[src/rtl/msp430_ctrl_seq_if.sv]
// Instruction-memory read handshake between the control sequencer and memory.
// master: sequencer side (drives Mem_req); slave: memory side (drives data and ack).
interface msp430_ctrl_seq_if;
    logic        Mem_req;
    logic [15:0] Mem_rdata;
    logic        Mem_ack;

    modport master (output Mem_req, input Mem_rdata, input Mem_ack);
    modport slave  (input Mem_req, output Mem_rdata, output Mem_ack);
endinterface

[src/rtl/msp430_ctrl_seq.sv]
// Multi-cycle fetch/decode/execute control sequencer for an MSP430x2xx datapath.
// Optional SINGLE_STEP_EN adds a Step input and a STEP_WAIT hold state after each retire.
module msp430_ctrl_seq #(
    parameter int unsigned FSM_W       = 5,
    parameter int unsigned MEM_TIMEOUT = 15
) (
    input  logic               Clk,
    input  logic               Rst,
`ifdef SINGLE_STEP_EN
    input  logic               Step,
`endif
    msp430_ctrl_seq_if.master  mem,
    input  logic [3:0]         Flags,
    output logic [15:0]        Instr,
    output logic [15:0]        Instr_1,
    output logic [3:0]         Src_reg_out,
    output logic [3:0]         Dst_reg_out,
    output logic [3:0]         Alu_op,
    output logic               Bw,
    output logic               Imm_sel,
    output logic               Wr_en_out,
    output logic               Flags_wr,
    output logic               PC_inc_out,
    output logic               PC_load,
    output logic [9:0]         PC_offset_out,
    output logic               Trap,
    output logic [FSM_W-1:0]   Fsm
);
    localparam int unsigned      CNT_W     = 8;
    localparam logic [CNT_W-1:0] CNT_LIMIT = CNT_W'(MEM_TIMEOUT - 1);

    typedef enum logic [3:0] {
        IDLE      = 4'd0,
        FETCH     = 4'd1,
        DECODE    = 4'd2,
        EXT       = 4'd3,
        EXEC      = 4'd4,
        WB        = 4'd5,
        JUMP      = 4'd6,
        TRAP      = 4'd7,
        STEP_WAIT = 4'd8
    } state_t;

`ifdef SINGLE_STEP_EN
    localparam state_t RETIRE = STEP_WAIT;
`else
    localparam state_t RETIRE = FETCH;
`endif

    state_t           state;
    logic [CNT_W-1:0] cnt;

    logic       is_jump;
    logic       dec_legal;
    logic       dec_imm;
    logic [3:0] dec_src;
    logic [3:0] dec_dst;
    logic [3:0] dec_alu;
    logic       jump_taken;
    logic       wb_wr;
    logic       wb_flags;

    // Instruction decode from the latched instruction word
    always_comb begin
        is_jump   = (Instr[15:13] == 3'b001);
        dec_legal = 1'b0;
        dec_imm   = 1'b0;
        dec_src   = 4'h0;
        dec_dst   = 4'h0;
        dec_alu   = 4'h0;
        if (Instr[15:12] >= 4'h4) begin
            dec_src   = Instr[11:8];
            dec_dst   = Instr[3:0];
            dec_alu   = Instr[15:12];
            dec_imm   = (Instr[5:4] == 2'b11) && (Instr[11:8] == 4'h0);
            dec_legal = !Instr[7] && ((Instr[5:4] == 2'b00) || dec_imm);
        end else if (Instr[15:10] == 6'b000100) begin
            dec_src   = Instr[3:0];
            dec_dst   = Instr[3:0];
            dec_alu   = {2'b00, Instr[8:7]};
            dec_legal = !Instr[9] && (Instr[5:4] == 2'b00);
        end
    end

    // Jump condition on {V,N,Z,C}
    always_comb begin
        jump_taken = 1'b0;
        case (Instr[12:10])
            3'b000:  jump_taken = !Flags[1];
            3'b001:  jump_taken =  Flags[1];
            3'b010:  jump_taken = !Flags[0];
            3'b011:  jump_taken =  Flags[0];
            3'b100:  jump_taken =  Flags[2];
            3'b101:  jump_taken = !(Flags[2] ^ Flags[3]);
            3'b110:  jump_taken =  (Flags[2] ^ Flags[3]);
            default: jump_taken = 1'b1;
        endcase
    end

    // Alu_op 1 can only come from format-II SWPB, which leaves flags alone
    assign wb_wr    = !((Alu_op == 4'h9) || (Alu_op == 4'hB));
    assign wb_flags = !((Alu_op == 4'h4) || (Alu_op == 4'hC) ||
                        (Alu_op == 4'hD) || (Alu_op == 4'h1));

    assign Bw            = Instr[6];
    assign PC_offset_out = Instr[9:0];
    assign Fsm           = FSM_W'(state);

    always_ff @(posedge Clk or posedge Rst) begin
        if (Rst) begin
            state       <= IDLE;
            cnt         <= '0;
            Instr       <= '0;
            Instr_1     <= '0;
            Src_reg_out <= '0;
            Dst_reg_out <= '0;
            Alu_op      <= '0;
            Imm_sel     <= 1'b0;
            Wr_en_out   <= 1'b0;
            Flags_wr    <= 1'b0;
            PC_inc_out  <= 1'b0;
            PC_load     <= 1'b0;
            Trap        <= 1'b0;
            mem.Mem_req <= 1'b0;
        end else begin
            PC_inc_out <= 1'b0;
            PC_load    <= 1'b0;
            Wr_en_out  <= 1'b0;
            Flags_wr   <= 1'b0;
            case (state)
                IDLE: begin
                    state       <= FETCH;
                    mem.Mem_req <= 1'b1;
                    cnt         <= '0;
                end
                // An ack arriving on the limit cycle still wins over the timeout
                FETCH, EXT: begin
                    if (mem.Mem_ack) begin
                        mem.Mem_req <= 1'b0;
                        PC_inc_out  <= 1'b1;
                        if (state == FETCH) begin
                            Instr <= mem.Mem_rdata;
                            state <= DECODE;
                        end else begin
                            Instr_1 <= mem.Mem_rdata;
                            Imm_sel <= 1'b1;
                            state   <= EXEC;
                        end
                    end else if (cnt >= CNT_LIMIT) begin
                        mem.Mem_req <= 1'b0;
                        Trap        <= 1'b1;
                        state       <= TRAP;
                    end else begin
                        cnt <= cnt + CNT_W'(1);
                    end
                end
                DECODE: begin
                    if (is_jump) begin
                        PC_load <= jump_taken;
                        state   <= JUMP;
                    end else if (dec_legal) begin
                        Src_reg_out <= dec_src;
                        Dst_reg_out <= dec_dst;
                        Alu_op      <= dec_alu;
                        if (dec_imm) begin
                            mem.Mem_req <= 1'b1;
                            cnt         <= '0;
                            state       <= EXT;
                        end else begin
                            state <= EXEC;
                        end
                    end else begin
                        Trap  <= 1'b1;
                        state <= TRAP;
                    end
                end
                EXEC: begin
                    Wr_en_out <= wb_wr;
                    Flags_wr  <= wb_flags;
                    state     <= WB;
                end
                WB, JUMP: begin
                    Imm_sel     <= 1'b0;
                    mem.Mem_req <= (RETIRE == FETCH);
                    cnt         <= '0;
                    state       <= RETIRE;
                end
`ifdef SINGLE_STEP_EN
                STEP_WAIT: begin
                    if (Step) begin
                        mem.Mem_req <= 1'b1;
                        cnt         <= '0;
                        state       <= FETCH;
                    end
                end
`endif
                TRAP: begin
                    Trap        <= 1'b1;
                    mem.Mem_req <= 1'b0;
                end
                default: begin
                    Trap        <= 1'b1;
                    mem.Mem_req <= 1'b0;
                    state       <= TRAP;
                end
            endcase
        end
    end

endmodule

[src/flat_wrapper.sv]
// flat-port wrapper written by rule: the top's interface ports become plain ports
module msp430_ctrl_seq_flat 
#(
    parameter int unsigned FSM_W       = 5,
    parameter int unsigned MEM_TIMEOUT = 15
)
  (Clk, Rst, Flags, Instr, Instr_1, Src_reg_out, Dst_reg_out, Alu_op, Bw, Imm_sel, Wr_en_out, Flags_wr, PC_inc_out, PC_load, PC_offset_out, Trap, Fsm, mem_Mem_req, mem_Mem_rdata, mem_Mem_ack);
  msp430_ctrl_seq_if mem_i ();
  input  logic Clk;
  input  logic Rst;
  input  logic [3:0] Flags;
  output logic [15:0] Instr;
  output logic [15:0] Instr_1;
  output logic [3:0] Src_reg_out;
  output logic [3:0] Dst_reg_out;
  output logic [3:0] Alu_op;
  output logic Bw;
  output logic Imm_sel;
  output logic Wr_en_out;
  output logic Flags_wr;
  output logic PC_inc_out;
  output logic PC_load;
  output logic [9:0] PC_offset_out;
  output logic Trap;
  output logic [FSM_W-1:0] Fsm;
  output wire logic [$bits(mem_i.Mem_req)-1:0] mem_Mem_req;
  input wire logic [$bits(mem_i.Mem_rdata)-1:0] mem_Mem_rdata;
  input wire logic [$bits(mem_i.Mem_ack)-1:0] mem_Mem_ack;
  assign mem_Mem_req = mem_i.Mem_req;
  assign mem_i.Mem_rdata = mem_Mem_rdata;
  assign mem_i.Mem_ack = mem_Mem_ack;
  msp430_ctrl_seq #(.FSM_W(FSM_W), .MEM_TIMEOUT(MEM_TIMEOUT)) u_core (.Clk(Clk), .Rst(Rst), .mem(mem_i), .Flags(Flags), .Instr(Instr), .Instr_1(Instr_1), .Src_reg_out(Src_reg_out), .Dst_reg_out(Dst_reg_out), .Alu_op(Alu_op), .Bw(Bw), .Imm_sel(Imm_sel), .Wr_en_out(Wr_en_out), .Flags_wr(Flags_wr), .PC_inc_out(PC_inc_out), .PC_load(PC_load), .PC_offset_out(PC_offset_out), .Trap(Trap), .Fsm(Fsm));
endmodule
[config.mk]
export PLATFORM = sky130hd
export DESIGN_NAME = msp430_ctrl_seq_flat
export DESIGN_NICKNAME = d
export VERILOG_FILES = /design/src/rtl/msp430_ctrl_seq_if.sv /design/src/rtl/msp430_ctrl_seq.sv /design/src/flat_wrapper.sv
export SDC_FILE = /design/constraint.sdc
export NUM_CORES = 1
export LEC_CHECK = 0
export BUFFER_PORTS_ARGS = -buffer_cell sky130_fd_sc_hd__buf_2
export CORE_UTILIZATION = 32
export DETAILED_ROUTE_END_ITERATION = 12
export GPL_ROUTABILITY_DRIVEN = 0
export HOLD_SLACK_MARGIN = 0.02
export SYNTH_ARGS = -nofsm -noshare
export SYNTH_HDL_FRONTEND = slang
export SYNTH_SLANG_ARGS = --single-unit
[constraint.sdc]
create_clock -name Clk -period 2.07 [get_ports Clk]
set_input_delay 0.414 -clock Clk [delete_from_list [all_inputs] [get_ports Clk]]
set_output_delay 0.414 -clock Clk [all_outputs]
set_load 0.02 [all_outputs]
==> flow_metrics.tcl <==
set metrics [dict create \
    status "finished clean" \
    core_area_um2 9280 \
    die_area_um2 9990 \
    start_kind "flop" \
    grt_max_degree 33 \
    cpMaxStageDelayCell "dfrtp_1" \
    diodes 0 \
    endpoint_kind "flop" \
    seqCellArea_um2 1550 \
    grtUsageTotal_pct 15.1 \
    cts_setup_buffers 0 \
    routedWlPerCell_um 14.9 \
    netlist_area_um2 3070 \
    cp.arrival_ns 2.12 \
    synth_cell_types 62 \
    synthToLayoutAreaGrowth_pct 21.9 \
    dp_hpwl_mm 5.22 \
    cap_violations 0 \
    netlist_instances 251 \
    rsz0062_at_grt "no" \
    yosysTopAreaCellShare_pct 50.6 \
    nNetsFinal 361 \
    finalClockSkew_ns 0.00717 \
    layout_common_cells "buf_2, dfrtp_1, mux2_2" \
    cts_hold_buf 0 \
    post_cts_resized 0 \
    cts_tree "built" \
    fmax_mhz 535 \
    grt_pass1_wl_mm 11.6 \
    fin_crit_sh_pct 90.4 \
    hold_viol_final 0 \
    fin_util_pct 40.3 \
    cp.depth 5 \
    power.leakage_nw 1.97 \
    root_buffer "clkbuf_8" \
    vias 2247 \
    worst-path-buf-inv 2 \
    ys_seq_area_share_pct 50.6 \
    clock_latency_ns 0.34 \
    async_reset_ff_share_pct 100 \
    synth.avg_cell_area_um2 12.2 \
    peakVddDrop_v 0.000342 \
    die_y_um 99.9 \
    crit_family "flip-flops" \
    first_pass_iters 4 \
    min_period_ns 1.87 \
    setup_viol 0 \
    overflow 0 \
    synth-edff-count 0 \
    final_cells 470 \
    via_per_inst 4.78 \
    numCtsBuffers 9 \
    drc_errors 0 \
    io_pins 90 \
    fillCellCount 963 \
    start_util_pct 33.1 \
    clk_path_buf_depth 2 \
    slew_viol_final 0 \
    worstPathCellList "inv_1 -> or3_1 -> o22ai_2 -> buf_4 -> mux2i_1" \
    synth_top_area_cell "dfrtp_1" \
    fin_tns_setup_ns 0 \
    yosys-top-cells-area "dfrtp_1, mux2_2, buf_4" \
    final_layout_size_suffix_gt1_share_pct 49.0 \
    ys.flop_type "dfrtp_1" \
    powerDensity_nw_per_um2 620 \
    worstSetupEndpoint "u_core.Src_reg_out[0]$_DFFE_PP0P_" \
    clock-sinks 62 \
    regToRegSetupSlack_ns 0.20 \
    yosysWarnings 0 \
    worstReg2RegStart "u_core.state[1]$_DFFE_PP0P_" \
    numPortBuffers 87 \
    die_x_um 99.9 \
    dp_cells 454 \
    cp_max_fo 9 \
    final_cell_area_um2 3740 \
    ff2ff_path_depth 5 \
    htreeDepth 3 \
    cpPeakStageDelay_ns 0.49 \
    ys_ff_latch 62 \
    crit_type "reg2reg" \
    ant_nets 0 \
    hp-class "in2async" \
    pre_cts_slack_ns 0.217 \
    routed_wl_mm 7.02 \
    worstPathRequired_ns 2.32 \
    drt_iter0_drc 130 \
    antenna_found_initial 0 \
    crit_start "u_core.state[1]$_DFFE_PP0P_" \
    multi_input_area_um2 1280 \
    final_common_cell "buf_2" \
    grt_pass1_vias 2275 \
    clk_pin_slew_ns 0.07 \
    reg2reg_to "u_core.Src_reg_out[0]$_DFFE_PP0P_" \
    place_area_um2 3550 \
    fp-row-count 35 \
    setup_slack_ns 0.199 \
]
-- synthesized netlist by cell type, types with 2 or more instances --
cell type,instances
nor2b_1,2
a21o_1,2
nor3_1,4
ha_1,2
a22oi_1,5
mux2_2,35
o221ai_1,2
nor2_2,2
and3_1,2
o311ai_0,2
nand2b_1,2
nand3_1,2
and2b_2,2
buf_4,15
inv_1,15
o21ai_0,4
clkbuf_1,2
a21oi_1,5
dfrtp_1,62
buf_6,6
a22o_1,3
nand2_1,11
and2_1,3
a31oi_1,4
or3_1,2
nor2_1,10
mux2i_1,10
-- worst reg2reg max path: stages, from the launching register on --
cell and delay, ns:
dfrtp_1 0.49, inv_1 0.11, or3_1 0.45, o22ai_2 0.25, buf_4 0.27, mux2i_1 0.23
-- report_power, final --
group	leakage, nW	switching [W]	internal, W
logic	1.03	0.0000438	0.0000224
clock network	0.100	0.000486	0.000554
registers	0.841	0	0.00121
total	1.97	0.000530	0.00179
-- registers in the layout (all words and copies together), names as in the netlist, 3 cells and up --
name / count
u_core.Dst_reg_out: 4
u_core.Src_reg_out: 4
u_core.cnt: 8
u_core.Instr_1: 16
u_core.state: 3
u_core.Instr: 16
u_core.Alu_op: 4
-- worst min-delay path by stage --
stage	from	to	slack, ns	cells past startpoint
finish	Rst	u_core.Instr_1[11]$_DFFE_PP0P_	0.15	3
global route	Rst	u_core.Instr_1[12]$_DFFE_PP0P_	0.17	3
CTS	Rst	u_core.Instr_1[12]$_DFFE_PP0P_	0.15	3
detailed placement	u_core.cnt[7]$_DFFE_PP0P_	u_core.cnt[7]$_DFFE_PP0P_	0.47	1
global placement	u_core.cnt[6]$_DFFE_PP0P_	u_core.cnt[6]$_DFFE_PP0P_	0.47	1
floorplan	u_core.cnt[6]$_DFFE_PP0P_	u_core.cnt[6]$_DFFE_PP0P_	0.45	1
-- metal layers --
| layer | global-route usage (%) | part of all wire, % | up-vias |
|---|---|---|---|
| met1 | 19.5 | 45 | 1092 |
| li1 | - | - | 1057 |
| met2 | 24.5 | 48 | 90 |
| met5 | 0 | 0 | - |
| met4 | 5.43 | 1.1 | 0 |
| met3 | 4.04 | 6.1 | 8 |
-- per-stage QoR --
step           hold slack [ns]  total power, W
5_1_grt                  0.170         0.00240
3_3_place_gp             0.470         0.00130
4_1_cts                  0.150         0.00234
6_report                 0.148         0.00232
2_1_floorplan            0.454         0.00127
3_5_place_dp             0.472         0.00130
-- cell families (layout without fill, tap and decap cells) --
group | Yosys count | count (layout) | synth area share (%)
xor gates and xnor gates | 2 | 2 | 0.816
other | 1 | 2 | 0.122
AOI/OAI and AO/OA | 48 | 48 | 12.7
adders and majority gates | 2 | 2 | 0.815
DFF | 62 | 62 | 50.6
and+or+nand+nor | 52 | 52 | 10.4
muxes | 46 | 46 | 16.6
buffers and inverters | 38 | 127 | 7.95
-- cell type report --
| cell class | count | share of cell area, % |
|---|---|---|
| clock buffer | 10 | 3.41 |
| clock inverter | 6 | 1.67 |
| inverter | 15 | 1.51 |
| multi-input combinational | 152 | 34.2 |
| sequential | 62 | 41.5 |
| tap | 129 | 4.32 |
| timing repair buffer | 96 | 13.4 |
No activity file was read; power rests on OpenSTA's default activity.
